**src/rtl/seq_div_pkg.sv**
```systemverilog
// Shared types and helpers for the sequential restoring divider.
package seq_div_pkg;

    localparam int DW_N_DEF = 32;
    localparam int DW_D_DEF = 16;

    typedef enum logic [1:0] {
        IDLE = 2'b00,
        CALC = 2'b01,
        DONE = 2'b10
    } state_t;

    // Bits needed to count 0..value-1 (value >= 2).
    function automatic int clog2(input int value);
        int result;
        result = 0;
        while ((1 << result) < value) begin
            result++;
        end
        return result;
    endfunction

endpackage

```
**src/rtl/seq_divider_32_16_div_step.sv**
```systemverilog
// One radix-2 restoring step: shift in the next dividend bit, subtract the divisor if it fits.
module div_step
    import seq_div_pkg::*;
#(
    parameter int DW_D = DW_D_DEF
) (
    input  logic [DW_D:0]   rem_in,
    input  logic [DW_D-1:0] divisor,
    input  logic            bit_in,
    output logic [DW_D:0]   rem_out,
    output logic            q_bit
);

    logic [DW_D+1:0] shifted;
    logic [DW_D:0]   diff;

    // The full shifted width takes part in the compare so a carry out of the
    // partial remainder can never be mistaken for a smaller value.
    always_comb begin
        shifted = {rem_in, bit_in};
        diff    = shifted[DW_D:0] - {1'b0, divisor};
        q_bit   = (shifted >= {2'b00, divisor});
        rem_out = q_bit ? diff : shifted[DW_D:0];
    end

endmodule

```
**src/rtl/seq_divider_32_16.sv**
```systemverilog
// Iterative 32/16 restoring divider with valid/ready handshakes, one quotient bit per cycle.
// Define SEQ_DIV_SIGNED_EN for two's-complement operands (truncating division).
module seq_divider_32_16
    import seq_div_pkg::*;
#(
    parameter int DW_N = DW_N_DEF,
    parameter int DW_D = DW_D_DEF
) (
    input  logic            clk,
    input  logic            rst,
    input  logic            in_valid,
    output logic            in_ready,
    input  logic [DW_N-1:0] dividend,
    input  logic [DW_D-1:0] divisor,
    output logic            out_valid,
    input  logic            out_ready,
    output logic [DW_N-1:0] quotient,
    output logic [DW_D-1:0] remainder,
    output logic            div_by_zero
);

    localparam int CW = (clog2(DW_N) < 1) ? 1 : clog2(DW_N);

    state_t          state, state_next;
    logic            accept, last_step;
    logic [CW-1:0]   count;
    logic [DW_N-1:0] dq;
    logic [DW_D:0]   rem;
    logic [DW_D-1:0] dvsr;
    logic [DW_D-1:0] dz_rem;
    logic            dz_flag;

    logic [DW_D:0]   rem_next;
    logic            q_bit;
    logic [DW_N-1:0] dividend_mag, quot_mag, quot_final;
    logic [DW_D-1:0] divisor_mag, rem_mag, rem_final;

    div_step #(.DW_D(DW_D)) u_step (
        .rem_in  (rem),
        .divisor (dvsr),
        .bit_in  (dq[DW_N-1]),
        .rem_out (rem_next),
        .q_bit   (q_bit)
    );

    // dq shifts dividend bits out at the top while quotient bits enter at the bottom.
    assign quot_mag = {dq[DW_N-2:0], q_bit};
    assign rem_mag  = rem_next[DW_D-1:0];

`ifdef SEQ_DIV_SIGNED_EN
    logic neg_q, neg_r;

    assign dividend_mag = dividend[DW_N-1] ? -dividend : dividend;
    assign divisor_mag  = divisor[DW_D-1]  ? -divisor  : divisor;
    assign quot_final   = neg_q ? -quot_mag : quot_mag;
    assign rem_final    = neg_r ? -rem_mag  : rem_mag;

    always_ff @(posedge clk) begin
        if (rst) begin
            neg_q <= 1'b0;
            neg_r <= 1'b0;
        end else if (accept) begin
            neg_q <= dividend[DW_N-1] ^ divisor[DW_D-1];
            neg_r <= dividend[DW_N-1];
        end
    end
`else
    assign dividend_mag = dividend;
    assign divisor_mag  = divisor;
    assign quot_final   = quot_mag;
    assign rem_final    = rem_mag;
`endif

    always_ff @(posedge clk) begin
        if (rst) begin
            state <= IDLE;
        end else begin
            state <= state_next;
        end
    end

    always_comb begin
        // NOTE: every output gets a default first so no path through the case infers a latch.
        state_next = state;
        in_ready   = 1'b0;
        out_valid  = 1'b0;
        accept     = 1'b0;
        last_step  = 1'b0;
        unique case (state)
            IDLE: begin
                in_ready = 1'b1;
                if (in_valid) begin
                    accept     = 1'b1;
                    state_next = CALC;
                end
            end
            CALC: begin
                if (count == '0) begin
                    last_step  = 1'b1;
                    state_next = DONE;
                end
            end
            DONE: begin
                out_valid = 1'b1;
                if (out_ready) begin
                    state_next = IDLE;
                end
            end
            default: state_next = IDLE;
        endcase
    end

    // NOTE: non-blocking assignments so every register samples the values from before the edge.
    always_ff @(posedge clk) begin
        if (rst) begin
            count       <= '0;
            dq          <= '0;
            rem         <= '0;
            dvsr        <= '0;
            dz_rem      <= '0;
            dz_flag     <= 1'b0;
            quotient    <= '0;
            remainder   <= '0;
            div_by_zero <= 1'b0;
        end else if (accept) begin
            count   <= CW'(DW_N - 1);
            dq      <= dividend_mag;
            rem     <= '0;
            dvsr    <= divisor_mag;
            dz_rem  <= dividend[DW_D-1:0];
            dz_flag <= (divisor == '0);
        end else if (state == CALC) begin
            dq  <= quot_mag;
            rem <= rem_next;
            if (last_step) begin
                // A zero divisor still runs the full schedule; only the result is overridden.
                quotient    <= dz_flag ? '1 : quot_final;
                remainder   <= dz_flag ? dz_rem : rem_final;
                div_by_zero <= dz_flag;
            end else begin
                count <= count - 1'b1;
            end
        end
    end

endmodule

```
**config.mk**
```make
export PLATFORM = sky130hd
export DESIGN_NAME = seq_divider_32_16
export DESIGN_NICKNAME = d
export VERILOG_FILES = /design/src/rtl/seq_div_pkg.sv /design/src/rtl/seq_divider_32_16_div_step.sv /design/src/rtl/seq_divider_32_16.sv
export SDC_FILE = /design/constraint.sdc
export NUM_CORES = 1
export LEC_CHECK = 0
export BUFFER_PORTS_ARGS = -buffer_cell sky130_fd_sc_hd__clkbuf_2
export CORE_UTILIZATION = 25
export DETAILED_ROUTE_END_ITERATION = 7
export GPL_TIMING_DRIVEN = 1
export PLACE_DENSITY_LB_ADDON = 0.1
export SLEW_MARGIN = 25
export SYNTH_ARGS = -nofsm -noshare
export SYNTH_HDL_FRONTEND = slang
export SYNTH_HIERARCHICAL = 1
export SYNTH_SLANG_ARGS = --single-unit
export TNS_END_PERCENT = 50
```
**constraint.sdc**
```tcl
create_clock -name clk -period 2.42 [get_ports clk]
set_input_delay 0.484 -clock clk [delete_from_list [all_inputs] [get_ports clk]]
set_output_delay 0.484 -clock clk [all_outputs]
set_load 0.01 [all_outputs]
```
==> flow_summary_export.csv, run 1 <==
group,metric,value,unit
clock_network,clk_path_buf_depth,2,
clock_network,cts_buffers,17,
floorplan,die-area,0.0272,mm²
final_layout,antenna_cells,0,
global_routing,grt.total_usage,0.169,
synth,synth_flop_cell,"dfxtp_1",
placed_design,hpwl,15800,µm
sta,setup_viol,21,
floorplan,start_util,0.254,
critical_path,cpMostUsedCell,"inv_2",
critical_path,cp_data_required_time,2.70,ns
power,power_density,1140,mW/mm²
synth,synth.area.top_cells,"dfxtp_1 42%, a211oi_1 10%, a21oi_1 8.6%, nand2_1 6.1%, nor2_1 6.1%",
synth,synth_edf_count,0,
global_routing,grt_pass1_vias,6057,
synth,netlist_instances,815,
drt,wire_per_inst,17.5,µm
synth,yosys_warnings,6,
synth,synthArstFlopShare,0,
power,totalPowerFinal,9.58,mW
critical_path,max_stage_delay,0.36,ns
floorplan,die_w,165,µm
clock_network,htree_levels,4,
floorplan,dieHeight,165,µm
final_layout,nets,997,
clock_network,path_clk_slew,0.07,ns
clock_network,cts_hold_buffers,0,
critical_path,crit_path_start_kind,"register",
final_layout,synthToLayoutAreaGrowth,27.1,%
drt,wl,22300,µm
worst_hold_path,hp-class,"input port to register",
outcome,status,"complete, but fails checks",
final_layout,final_cell_mix,"135 x dfxtp_1, 108 x nand2_1, 105 x nor2_1, 105 x a21oi_1, 101 x clkbuf_2",
critical_path,crit_chain,"inv_2 > ha_4 > inv_2 > fa_2 > a21o_1 > a221o_1 > o211ai_2 > nand3_4 > buf_12 > mux2_4 > mux2i_1 > a211oi_1",
outcome,failed_checks,"negative setup slack",
drt,first_pass_iters,4,
sta,slew_headroom,0.608,
global_routing,antenna_found_initial,0,
clock_network,clockRootBuffer,"clkbuf_16",
critical_path,worst_setup_path_end_kind,"register",
global_routing,grt_first_pass_wirelength,35000,µm
floorplan,io_pins,103,
power,leakagePower,3.24,nW
sta,finalSetupTns,-1.48,ns
run,max-cap-violations,0,
sta,rsz0062_at_grt,"yes",
drt,drtIter0Drc,340,
final_layout,num-fill-cells,2809,
final_layout,instances_no_fill,1275,
critical_path,critPathArrivalTime,2.83,ns
sta,worst_clock_skew,0.0146,ns
drt,vias,6180,
final_layout,postLayoutCoreUtil,0.323,
synth,ys_types,54,
global_routing,overflow,0,
placed_design,dp.cells,1242,
synth,netlist_area,0.00663,mm²
sta,tightestPinTransition,0.588,ns
sta,fmax,0.392,GHz
sta,period_share,1.05,
final_layout,drive_gt1_frac,0.250,
clock_network,clk-insertion-delay-late,0.43,ns
floorplan,coreArea,0.0261,mm²
clock_network,clock-sinks,138,
synth,seq_area_frac_synth,0.417,
drt,drtAntennaViolNets,0,
sta,hold_viol,0,
final_layout,fin_area,0.00843,mm²
synth,avgSynthCellArea,8.14,µm²
clock_network,cts_tree,"done",
synth,yosysTopAreaCellShare,0.417,
placed_design,gp_congestion,0.773,
synth,syn-num-nets,885,
sta,fin_crit,2.55,ns
placed_design,portBuffers,102,
critical_path,cp_max_fo,27,
sta,fin_ws,-0.131,ns
final_layout,final_common_cell,"dfxtp_1",
synth,yosys_register_bits,138,
critical_path,crit_type,"register to register",
global_routing,grt_max_degree,48,
sta,finalMaxSlewViolations,0,
placed_design,place_area,0.00777,mm²
drt,vias_per_cell,4.85,
floorplan,row_count,59,
critical_path,crit_slowest_cell,"a221o_1",
synth,synth_area_leader_cell,"dfxtp_1",
drt,post-route-drc-count,0,
power,worst_ir_drop_vdd,0.789,mV
-- state kept, by name, summed over array words and instances (netlist names) --
signal and count:
dz_flag 1, count 5, dvsr 16, state 2, remainder 16, dq 32
quotient 32, rem 17, div_by_zero 1, dz_rem 16
-- per-layer routing --
metal,GRT usage,vias to the layer above,part of all wire
li1,-,3111,-
met1,0.239,2930,0.51
met2,0.265,131,0.45
met3,0.0281,8,0.035
met4,0.0396,0,0.0068
met5,0,-,0
-- path summary, 6_finish.rpt --
path	startpoint	to	slack (ns)	depth (start not counted)
worst min-delay path	divisor[6]	dvsr[6]	0.29	3
worst max register to register	dq[31]	remainder[12]	-0.13	12
worst min register to register	dz_rem[2]	dz_rem[2]	0.45	2
worst max-delay path	dq[31]	remainder[12]	-0.13	12
-- metrics by stage --
stage	hold WS (ns)	setup WS, ns
after floorplan	0.435	-0.110
after global placement	0.446	-0.184
after detailed placement	0.448	-0.193
after CTS	0.280	-0.118
after global routing	0.296	-0.247
final	0.295	-0.131
-- cell usage after synthesis, types with 3 or more instances --
master,n
dfxtp_1,138
a21oi_1,114
nand2_1,108
nor2_1,107
a211oi_1,88
clkbuf_1,34
inv_1,28
buf_2,26
o2bb2ai_1,18
ha_1,17
mux2i_1,17
o22ai_1,17
o21ai_0,12
nand2b_1,9
xor2_1,7
mux2_2,6
buf_4,5
xnor2_1,5
nand4_1,4
nor2b_1,4
nor3_1,4
nor4_1,4
a21o_1,3
a31oi_1,3
-- cell type report --
class                           instances  area [µm²]  share of cell area
Inverter                               28         105              0.0125
Tap cell                              335         419              0.0497
Clock inverter                         15         130              0.0154
Timing Repair Buffer                  162        1030               0.122
Multi-Input combinational cell        580        3550               0.421
Clock buffer                           17         425              0.0505
Sequential cell                       138        2770               0.328
-- what timing repair did --
action | 4_1_cts | 5_1_grt
setup endpoints to repair | 26 | 33
setup buffers | 1 | 0
resized for setup | 4 | 19
pin swaps | 6 | 6
-- cell families after synthesis --
family | count (synthesis) | synth area share
buffers and inverters | 97 | 0.0651
flip-flops | 138 | 0.417
adder cells (fa/ha/maj) | 18 | 0.0351
AND/OR/NAND/NOR | 252 | 0.162
AO/OA/AOI/OAI | 273 | 0.265
XOR/XNOR | 12 | 0.0158
multiplexers | 25 | 0.0404
-- where the power goes --
group / switching (mW) / internal (mW) / leakage, nW / total, mW
sequential: 0.227 / 2.53 / 1.13 / 2.76
clock: 1.15 / 1.35 / 0.258 / 2.50
combinational: 2.38 / 1.93 / 1.86 / 4.32
total: 3.76 / 5.82 / 3.24 / 9.58
-- worst max-delay path, delay by kind of cell (launching register included) --
kind | cells | cell delay (ns)
AOI/OAI and AO/OA | 4 | 0.83
adders and majority gates | 2 | 0.45
buffers and inverters | 3 | 0.26
DFF | 1 | 0.32
muxes | 2 | 0.44
and+or+nand+nor | 1 | 0.10
Power figures use the tool's default switching activity.
==> run 2: changes to the inputs <==
ABC_AREA = 1   (was not set)
==> run 2 against run 1 <==
The run now ends clean. Wire length decreased by 1.8%. Via count grew 4.8%. Maximum frequency rose by 16%. Flip-flop and latch count stayed put. Non-clock buffer count shrank 32.
==> flow_summary_export.csv, run 2 <==
group,metric,value,unit
clock_network,clock-sinks,138,
critical_path,cp_data_required_time,2.77,ns
final_layout,fin_area,0.00837,mm²
global_routing,grt_first_pass_wirelength,35000,µm
placed_design,place_area,0.00776,mm²
final_layout,final_cell_mix,"303 x nand2_1, 138 x dfxtp_1, 114 x inv_1",
floorplan,row_count,60,
sta,worst_clock_skew,0.00991,ns
worst_hold_path,hp-class,"input port to register",
synth,ys_top_cells_by_count,"303 x nand2_1, 138 x dfxtp_1, 115 x inv_1, 99 x nor2_1, 78 x a21oi_1",
synth,synthMostInstantiatedCell,"nand2_1",
synth,yosysTopAreaCellShare,0.403,
power,totalPowerFinal,6.94,mW
clock_network,cts_setup_buffers,0,
sta,finalMaxSlewViolations,0,
sta,period_share,0.912,
synth,synth_flop_cell,"dfxtp_1",
final_layout,synthToLayoutAreaGrowth,22.1,%
synth,synth_area_leader_cell,"dfxtp_1",
sta,slew_headroom,0.645,
global_routing,grt_pass1_vias,6416,
synth,netlist_instances,1014,
clock_network,cts_buffers,17,
drt,post-route-drc-count,0,
run,max-cap-violations,0,
synth,syn-num-nets,1084,
clock_network,cts_tree,"done",
sta,setup_viol,0,
clock_network,htree_levels,4,
sta,finalSetupTns,0,ns
worst_hold_path,hold_depth,3,
synth,seq_area_frac_synth,0.403,
final_layout,antenna_cells,0,
clock_network,path_clk_slew,0.06,ns
final_layout,drive_gt1_frac,0.181,
sta,fmax,0.453,GHz
drt,drtIter0Drc,306,
critical_path,crit_slowest_cell,"ha_1",
critical_path,crit_type,"register to register",
drt,vias_per_cell,4.41,
global_routing,antenna_found_initial,0,
outcome,status,"finished, final reports clean",
power,worst_ir_drop_vdd,0.429,mV
global_routing,grt.total_usage,0.161,
critical_path,critPathArrivalTime,2.56,ns
floorplan,start_util,0.254,
synth,synth_edf_count,0,
global_routing,grt_max_degree,40,
clock_network,post_cts_resized,0,
synth,yosys_warnings,6,
synth,yosys_register_bits,138,
synth,synth.area.top_cells,"dfxtp_1 40%, nand2_1 17%, inv_1 6.3%, a21oi_1 5.7%, nor2_1 5.4%",
synth,avgSynthCellArea,6.76,µm²
power,power_density,829,mW/mm²
drt,wl,21900,µm
sta,holdWs,0.311,ns
clock_network,clockRootBuffer,"clkbuf_16",
floorplan,dieHeight,168,µm
synth,netlist_area,0.00686,mm²
floorplan,coreArea,0.0270,mm²
critical_path,crit_chain,"inv_1 > ha_1 > nand2_1 > nor2_1 > nand4_4 > nand3_4 > buf_4 > nand2_1 > nand2_1 > nand2_1 > nand2_1 > nor2_1 > nor2_1",
sta,fin_crit,2.21,ns
clock_network,clk_path_buf_depth,2,
final_layout,postLayoutCoreUtil,0.311,
global_routing,overflow,0,
critical_path,worstRegToRegCells,13,
drt,wire_per_inst,14.9,µm
final_layout,reg_top3,"dq: 32 flops, quotient: 32 flops, rem: 17 flops",
final_layout,final_common_cell,"nand2_1",
critical_path,worst_setup_path_end_kind,"register",
final_layout,num-fill-cells,2962,
clock_network,cts_hold_buffers,0,
power,leakagePower,4.11,nW
synth,synthArstFlopShare,0,
floorplan,die_w,168,µm
sta,hold_viol,0,
critical_path,cp_max_fo,10,
floorplan,io_pins,103,
clock_network,clk-insertion-delay-late,0.42,ns
placed_design,gp_congestion,0.826,
drt,vias,6475,
placed_design,hpwl,16200,µm
critical_path,cpMostUsedCell,"nand2_1",
floorplan,die-area,0.0281,mm²
synth,ys_types,35,
critical_path,max_stage_delay,0.36,ns
drt,drtAntennaViolNets,0,
placed_design,portBuffers,102,
drt,first_pass_iters,4,
final_layout,nets,1184,
sta,tightestPinTransition,0.530,ns
critical_path,crit_path_start_kind,"register",
run 2: changes by cell type after synthesis, moves of 17 or more:
cell	before	now
a211oi_1	88	1
o2bb2ai_1	18	0
o21ai_0	12	55
nand2_2	0	20
mux2i_1	17	0
inv_1	28	115
nand3_1	2	57
nand4_1	4	25
a21oi_1	114	78
nand2_1	108	303
clkbuf_1	34	15
run 2: where the power goes:
group / switching, mW / internal, mW / leakage (nW)
Clock: 1.13 / 1.55 / 0.286
Combinational: 1.08 / 0.560 / 2.69
Sequential: 0.144 / 2.48 / 1.13
run 2: critical path: cells and delay by family (launching register included):
| family | cells | cell delay [ns] |
|---|---|---|
| buffers and inverters | 2 | 0.22 |
| and+or+nand+nor | 10 | 1.22 |
| adders and majority gates | 1 | 0.36 |
| DFF | 1 | 0.33 |
run 2: worst paths after layout:
kind         startpoint             to  slack [ns]
min          divisor[2]        dvsr[2]        0.31
max reg2reg     dvsr[3]  remainder[15]        0.21
max             dvsr[3]  remainder[15]        0.21
min reg2reg   dz_rem[3]      dz_rem[3]        0.45
run 2: area by class of cell:
| cell class | instances | area, µm² | share of cell area |
|---|---|---|---|
| clock buffer | 18 | 429 | 0.0513 |
| clock inverter | 14 | 160 | 0.0191 |
| inverter | 120 | 450 | 0.0538 |
| multi-input combinational | 707 | 3410 | 0.407 |
| sequential | 138 | 2760 | 0.330 |
| tap | 341 | 427 | 0.0510 |
| timing repair buffer | 130 | 733 | 0.0876 |
run 2: metrics by stage:
step,cells,setup WS [ns]
after floorplan,1014,0.408
after global placement,1436,0.100
after detailed placement,1436,0.139
after CTS,1468,0.123
after global routing,1468,-0.0209
final,1468,0.213
run 2: cells by family after synthesis:
group,synth area share
compound gates,0.126
simple gates,0.325
buf+inv,0.103
flops,0.403
xor+xnor,0.00894
fa+ha+maj,0.0339
run 2: routing by layer:
layer | global-route usage | vias up | wire length (µm)
li1 | - | 3431 | -
met1 | 0.217 | 2900 | 10700
met3 | 0.0392 | 18 | 1110
met5 | 0 | - | 0
met4 | 0.0415 | 0 | 200
met2 | 0.255 | 126 | 9840
==> run 3: changes to the inputs <==
==> constraint.sdc (replaced) <==
create_clock -name clk -period 2.42 [get_ports clk]
set_input_delay 0.363 -clock clk [delete_from_list [all_inputs] [get_ports clk]]
set_output_delay 0.363 -clock clk [all_outputs]
set_load 0.01 [all_outputs]
==> run 3 against run 2 <==
Clock power increased by 7.9%. Sequential power about the same. Utilization increased by 0.093 points. Largest power group unchanged. Sequential share of layout area decreased by 0.098 points. Via count increased by 1.6%. Largest cell class unchanged. Critical endpoint unchanged. Cell area increased by 0.30%. Non-clock buffer count decreased by 5.
==> flow_summary_export.csv, run 3 (synthesized netlist as in run 2, its figures left out) <==
group,metric,value,unit
final_layout,final_cell_mix,"303 x nand2_1, 138 x dfxtp_1, 114 x inv_1",
floorplan,start_util,0.254,
clock_network,clock-sinks,138,
global_routing,overflow,0,
floorplan,coreArea,0.0270,mm²
clock_network,htree_levels,4,
worst_hold_path,hp-class,"input port to register",
critical_path,critPathArrivalTime,2.54,ns
floorplan,io_pins,103,
clock_network,clockRootBuffer,"clkbuf_16",
global_routing,grt.total_usage,0.164,
drt,vias_per_cell,4.50,
placed_design,gp_congestion,0.808,
critical_path,cpMostUsedCell,"nand2_1",
power,leakagePower,4.11,nW
final_layout,nets,1179,
power,worst_ir_drop_vdd,0.397,mV
sta,finalSetupTns,0,ns
critical_path,max_stage_delay,0.36,ns
final_layout,seq_area,0.00276,mm²
final_layout,num-fill-cells,3011,
drt,wire_per_inst,15.1,µm
sta,fin_crit,2.18,ns
clock_network,cts_tree,"done",
critical_path,critPathTopFamily,"simple AND/OR/NAND/NOR gates",
critical_path,critPathBufInv,2,
clock_network,cts_buffers,17,
sta,tightestPinTransition,0.569,ns
final_layout,multi_input_area,0.00340,mm²
sta,finalMaxSlewViolations,0,
drt,first_pass_iters,4,
global_routing,antenna_found_initial,0,
critical_path,worst_setup_path_end_kind,"register",
drt,drtIter0Drc,347,
global_routing,grt_first_pass_wirelength,35800,µm
sta,worst_clock_skew,0.00910,ns
critical_path,cp_data_required_time,2.77,ns
power,power_density,850,mW/mm²
critical_path,crit_chain,"inv_1 > ha_2 > nand2_1 > nor2_1 > and2_4 > nand4_4 > nand3_4 > buf_4 > nand2_1 > nand2_1 > nand2_1 > nand2_1 > nor2_1 > nor2_1",
clock_network,clk_path_buf_depth,2,
drt,post-route-drc-count,0,
sta,slew_headroom,0.620,
critical_path,cp_max_fo,8,
sta,holdWs,0.188,ns
floorplan,row_count,60,
clock_network,clk-insertion-delay-late,0.42,ns
sta,rsz0062_at_grt,"no",
critical_path,crit_type,"register to register",
floorplan,dieHeight,168,µm
floorplan,die-area,0.0281,mm²
floorplan,die_w,168,µm
placed_design,portBuffers,102,
sta,period_share,0.902,
placed_design,hpwl,16100,µm
drt,vias,6581,
final_layout,reg_top3,"dq: 32 flops, quotient: 32 flops, rem: 17 flops",
run,max-cap-violations,0,
critical_path,crit_slowest_cell,"ha_2",
sta,setup_viol,0,
sta,hold_viol,0,
outcome,status,"finished, final reports clean",
final_layout,synthToLayoutAreaGrowth,22.5,%
clock_network,path_clk_slew,0.07,ns
final_layout,final_common_cell,"nand2_1",
clock_network,cts_setup_buffers,0,
global_routing,grt_pass1_vias,6502,
final_layout,drive_gt1_frac,0.176,
critical_path,crit_path_start_kind,"register",
sta,fmax,0.458,GHz
global_routing,grt_max_degree,47,
final_layout,antenna_cells,0,
drt,drtAntennaViolNets,0,
drt,wl,22100,µm
-- run 3: worst paths after layout --
kind	from	end	slack [ns]	cells after the start
worst min-delay path	divisor[2]	dvsr[2]	0.19	3
worst max-delay path	dvsr[13]	remainder[15]	0.24	14
worst min register to register	dz_rem[2]	dz_rem[2]	0.44	2
worst max register to register	dvsr[13]	remainder[15]	0.24	14
-- run 3: repair_timing --
action / 4_1_cts / 5_1_grt
hold buffers: 0 / 0
endpoints found under the setup margin: 0 / 6
gates resized for setup: 0 / 4
endpoints found under the hold margin: 0 / 0
-- run 3: layout make-up --
| class | instances | share of cell area |
|---|---|---|
| inverter | 120 | 0.0536 |
| clock buffer | 17 | 0.0507 |
| multi-input combinational | 707 | 0.405 |
| clock inverter | 14 | 0.0250 |
| sequential | 138 | 0.329 |
| tap | 341 | 0.0508 |
| timing repair buffer | 125 | 0.0863 |
-- run 3: tightest hold or removal path, delay by kind of cell --
family / cells / cell delay (ns)
compound gates: 1 / 0.06
buf+inv: 2 / 0.14
-- run 3: per-stage QoR --
step                      cell area, µm²  instances   util  worst slack [ns]  power [mW]
final                               8400       1462  0.312             0.236        7.14
after global routing                8400       1462  0.312           0.00194        7.58
after CTS                           8390       1462  0.311             0.128        7.26
after detailed placement            7750       1431  0.288             0.143        4.34
after global placement              7750       1431  0.288            0.0942        4.35
after floorplan                     6860       1014      -             0.408        3.78
-- run 3: power breakdown --
part,switching [mW],internal [mW]
Combinational,1.09,0.555
Clock,1.12,1.75
Sequential,0.143,2.48
Total,2.35,4.79
-- run 3: per-layer routing --
| metal | wire length (µm) | up-vias | GRT usage |
|---|---|---|---|
| met4 | 222 | 0 | 0.0403 |
| met5 | 0 | - | 0 |
| met2 | 10100 | 111 | 0.263 |
| met1 | 10900 | 3035 | 0.221 |
| met3 | 876 | 15 | 0.0366 |
| li1 | - | 3420 | - |
